===== src/rtl/memory_writeback.sv =====
// Memory + writeback pipeline end: data RAM with loads/stores, M->W register and result mux.
// Range errors on loads and stores raise a sticky AddrErr that only reset clears.
module memory_writeback #(
  parameter int DW    = 19,
  parameter int PCW   = 15,
  parameter int AW    = 8,
  parameter int DEPTH = 256
) (
  input  logic           clk,
  input  logic           reset,
  input  logic           RegWriteM,
  input  logic           MemWriteM,
  input  logic [1:0]     ResultSrcM,
  input  logic [4:0]     RDM,
  input  logic [DW-1:0]  WriteDataM,
  input  logic [DW-1:0]  ALUResultM,
  input  logic [PCW-1:0] PCPlus1M,
  output logic           RegWriteW,
  output logic [4:0]     RDW,
  output logic [DW-1:0]  ResultW,
  output logic           AddrErr
);

  localparam logic [DW-1:0] DEPTH_W = DW'(DEPTH);

  logic [DW-1:0]  mem [DEPTH];

  logic           reg_write_d,  reg_write_q;
  logic [4:0]     rd_d,         rd_q;
  logic [1:0]     result_src_d, result_src_q;
  logic [DW-1:0]  alu_result_d, alu_result_q;
  logic [PCW-1:0] pc_plus1_d,   pc_plus1_q;
  logic [DW-1:0]  read_data_d,  read_data_q;
  logic           addr_err_d,   addr_err_q;

  logic           in_range;
  logic           is_load;
  logic           mem_we;
  logic [AW-1:0]  ram_addr;

  // Next-state for the M->W register, RAM access decode and sticky error.
  always_comb begin
    ram_addr     = ALUResultM[AW-1:0];
    in_range     = (ALUResultM < DEPTH_W);
    is_load      = (ResultSrcM == 2'b01);
    reg_write_d  = RegWriteM & (RDM != 5'd0);
    rd_d         = RDM;
    result_src_d = ResultSrcM;
    alu_result_d = ALUResultM;
    pc_plus1_d   = PCPlus1M;
    read_data_d  = '0;
    mem_we       = 1'b0;
    if (MemWriteM && in_range && !reset) begin
      mem_we = 1'b1;
    end else begin
      mem_we = 1'b0;
    end
    // Combinational read sees the pre-write word, so a same-cycle store never bypasses.
    if (is_load && in_range) begin
      read_data_d = mem[ram_addr];
    end else begin
      read_data_d = '0;
    end
    addr_err_d = addr_err_q | ((MemWriteM | is_load) & ~in_range);
  end

  // M->W pipeline register, load data capture and sticky error flag.
  always_ff @(posedge clk) begin
    if (reset) begin
      reg_write_q  <= 1'b0;
      rd_q         <= 5'd0;
      result_src_q <= 2'b00;
      alu_result_q <= '0;
      pc_plus1_q   <= '0;
      read_data_q  <= '0;
      addr_err_q   <= 1'b0;
    end else begin
      reg_write_q  <= reg_write_d;
      rd_q         <= rd_d;
      result_src_q <= result_src_d;
      alu_result_q <= alu_result_d;
      pc_plus1_q   <= pc_plus1_d;
      read_data_q  <= read_data_d;
      addr_err_q   <= addr_err_d;
    end
  end

  // Data RAM write port; contents survive reset.
  always_ff @(posedge clk) begin
    if (mem_we) begin
      mem[ram_addr] <= WriteDataM;
    end
  end

  // Writeback result select; 11 aliases the ALU path.
  always_comb begin
    ResultW = alu_result_q;
    case (result_src_q)
      2'b00:   ResultW = alu_result_q;
      2'b01:   ResultW = read_data_q;
      2'b10:   ResultW = {{(DW-PCW){1'b0}}, pc_plus1_q};
      default: ResultW = alu_result_q;
    endcase
  end

  assign RegWriteW = reg_write_q;
  assign RDW       = rd_q;
  assign AddrErr   = addr_err_q;

endmodule

===== config.mk =====
export PLATFORM = sky130hd
export DESIGN_NAME = memory_writeback
export DESIGN_NICKNAME = d
export VERILOG_FILES = /design/src/rtl/memory_writeback.sv
export SDC_FILE = /design/constraint.sdc
export NUM_CORES = 2
export LEC_CHECK = 0
export CAP_MARGIN = 10
export CELL_PAD_IN_SITES_DETAIL_PLACEMENT = 0
export CELL_PAD_IN_SITES_GLOBAL_PLACEMENT = 1
export CORE_UTILIZATION = 50
export CTS_CLUSTER_SIZE = 16
export DETAILED_ROUTE_END_ITERATION = 10
export PLACE_DENSITY_LB_ADDON = 0.1
export SETUP_SLACK_MARGIN = 0.15
export SLEW_MARGIN = 25
export SYNTH_ARGS = -nofsm -noshare
export SYNTH_HDL_FRONTEND = slang
export SYNTH_MEMORY_MAX_BITS = 65536
export SYNTH_SLANG_ARGS = --single-unit
export TNS_END_PERCENT = 20

===== constraint.sdc =====
create_clock -name clk -period 4.7 [get_ports clk]
set_input_delay 0.94 -clock clk [delete_from_list [all_inputs] [get_ports clk]]
set_output_delay 0.94 -clock clk [all_outputs]
set_load 0.1 [all_outputs]

==> results by group <==
Status
  • Outcome: complete, no violations

Die
  • Die height: 616.1 microns
  • Top-level port count: 90
  • Core outline area: 375500 sq um
  • Cell Rows: 225
  • Die area: 379600 sq um
  • Starting Density: 0.5022
  • Die W: 616.1 microns

Logic synthesis
  • #FFs+latches synth: 4926
  • Syn. warnings: 0
  • Post-synthesis area per instance: 20.08 sq um
  • Cells after synthesis: 9390
  • Post-synth cell types: 56
  • Mapped Nets: 9456
  • Register area share after synthesis: 0.7811
  • Ys async rst share: 0
  • Most frequent cells after synthesis: edfxtp_1 (4864), mux2i_1 (1277), mux4_2 (579), a22oi_1 (559), nor2_1 (305)
  • Top_reg_cell synth: edfxtp_1
  • Synth Cell Area: 188600 sq um
  • Top post-synthesis cells by area: edfxtp_1 (77%), mux4_2 (6.9%), mux2i_1 (6.8%), a22oi_1 (2.2%), o22ai_1 (0.98%)
  • Most common cell in the netlist: edfxtp_1
  • Post-synth EDFFs: 4864
  • Area share of the largest cell type after synthesis: 0.7745
  • Largest area contributor in the netlist: edfxtp_1

STA
  • Final worst slack: 0.7868 ns
  • Setup TNS: 0 ns
  • RSZ-0062 raised after global routing: no
  • Clk_skew: 0.03691 ns
  • Final Hold Vio Count: 0
  • Setup-failing EPs final: 0
  • Peak Freq: 0.2555 GHz
  • Slew Limit Fails: 0
  • Worst slew pin tran: 1.182 ns
  • Part of the cycle the worst path needs: 0.8326
  • Worst slew margin: 0.2118
  • Post-layout min period: 3.913 ns

Route
  • Wirelength, routed: 533300 microns
  • Residual DRC: 0
  • Starting DRT DRC Count: 11330
  • Per-cell routed wire length: 34.07 microns
  • Post-route ant nets: 0
  • DRT Pass-1 Iters: 6
  • Via count: 97110
  • Vias per cell: 6.203

Run
  • Max_cap viols: 0

Clock tree
  • # hold bufs at CTS: 0
  • CTS Buffer Depth: 4
  • H-tree levels: 6
  • Post-CTS Setup Inserts: 0
  • Total CTS buffers: 525
  • CTS tree: built
  • Post-CTS sizing: 0
  • Root buf cell: clkbuf_16
  • Clk slew on worst S/H paths: 0.06 ns
  • CTS sink count: 4926
  • Worst-Skew Late Latency: 1.04 ns

Placed design
  • Placer Congestion: 0.8714
  • Port-buffer cells: 89
  • Post-place setup slack: -0.2182 ns
  • Hpwl dp: 330600 microns

Global routing
  • Vias in the first global route: 96180
  • First-pass GRT wire length: 745600 microns
  • Initial antenna violation count: 28
  • Global route overflow: 0
  • Tot GR Track Use: 0.2783
  • Largest net degree at the start of global routing: 116

Critical path
  • Max stage delay on crit path: 0.61 ns
  • Worst EP required: 3.76 ns
  • Crit-path max FO: 19
  • CP endpoint kind: primary output
  • Cells along the critical path: inv_1 -> ha_1 -> a22oi_1 -> o21ai_0 -> buf_4
  • WP data arrival: 2.97 ns
  • Crit path buffers/inverters: 2
  • CP max-delay cell: ha_1
  • CP top delay family: adder cells
  • Critical path startpoint category: flip-flop
  • Crit Path Class: flip-flop to primary output

Cells and area
  • Nets: 10310
  • Area growth syn-to-layout: 15.52%
  • Share of cells above drive strength 1: 0.2314

Hold path
  • Hold WC Path Type: input port to flip-flop

Pwr
  • Max VDD drop: 0.4752 mV
  • PwrDens: 426.7 nW/um^2
  • Total power: 92960 uW
  • P_leak: 0.07183 uW
## through the flow
step                cells    util  area, sq um  hold slack (ns)
CTS                 15640  0.5798       217700           0.2640
global route        15650  0.5801       217800           0.2783
global placement    14710  0.5354       201100           0.4382
detailed placement  14710  0.5355       201100           0.4435
finish              15650  0.5801       217900           0.2976
floorplan            9390       -       188600           0.7260
## power by group
part | total (uW) | switching [uW] | internal (uW)
Combinational | 4460 | 3010 | 1450
Clock | 40200 | 17000 | 23200
Sequential | 48300 | 8.63 | 48300
Total | 93000 | 20000 | 72900
## flip-flops by register name, indices dropped and copies added, names as in the netlist
| register | count |
|---|---|
| result_src_q | 2 |
| alu_result_q | 19 |
| RDW | 5 |
| AddrErr | 1 |
| mem | 4864 |
| read_data_q | 19 |
| pc_plus1_q | 15 |
| RegWriteW | 1 |
## worst register-to-register path: stages, from the launching register on
cell	delay [ns]
edfxtp_1	0.36
mux4_2	0.47
a22oi_1	0.43
nand3_1	0.37
o21ai_0	0.89
nand4_1	0.14
## layer usage
layer,up-vias,wire (microns),global-route usage
met5,-,39,0
met3,784,37540,0.04076
li1,40790,-,-
met4,6,21490,0.1033
met2,3927,257800,0.4508
met1,51600,216500,0.3866
## cell type report
type                       count  area [sq um]
clock inverter               271          2595
sequential                  4926        147300
multi-input combinational   3881         39220
fill                       27720        157700
timing repair buffer         903          8406
tap                         4994          6248
inverter                       5         23.77
antenna                       10         25.02
clock buffer                 664         14050
## final timing paths
check | from | to | slack [ns] | cells after the start
min | WriteDataM[16] | mem[208][16] | 0.30 | 1
max | result_src_q[1] | ResultW[6] | 0.79 | 5
max reg2reg | mem[63][3] | read_data_q[3] | 1.87 | 5
min reg2reg | AddrErr | AddrErr | 0.46 | 2
## cell usage in the layout, fill, tap and decap left out, types with 44 or more instances in the layout
cell,count
nor2b_1,47
a22oi_1,559
clkbuf_1,117
clkinv_1,91
clkdlybuf4s50_1,44
buf_12,103
nor4_1,75
nand3_1,161
nand4_1,74
o211ai_1,130
nand2_1,71
clkinv_2,90
mux2i_1,1277
clkbuf_16,540
o21ai_0,71
nor2_2,235
edfxtp_1,4864
o22ai_1,296
nor2_1,61
dfxtp_1,62
mux4_2,579
buf_4,727
## cell families (layout without fill, tap and decap cells)
family,after synthesis,after routing,share of synthesized area
AO/OA/AOI/OAI,1185,1185,0.04445
other,0,10,0
AND/OR/NAND/NOR,838,838,0.02189
multiplexers,1856,1856,0.1369
flip-flops,4926,4926,0.7811
adder cells (fa/ha/maj),2,2,0.0001327
buffers and inverters,583,1843,0.01553
No activity file was read; power rests on OpenSTA's default activity.
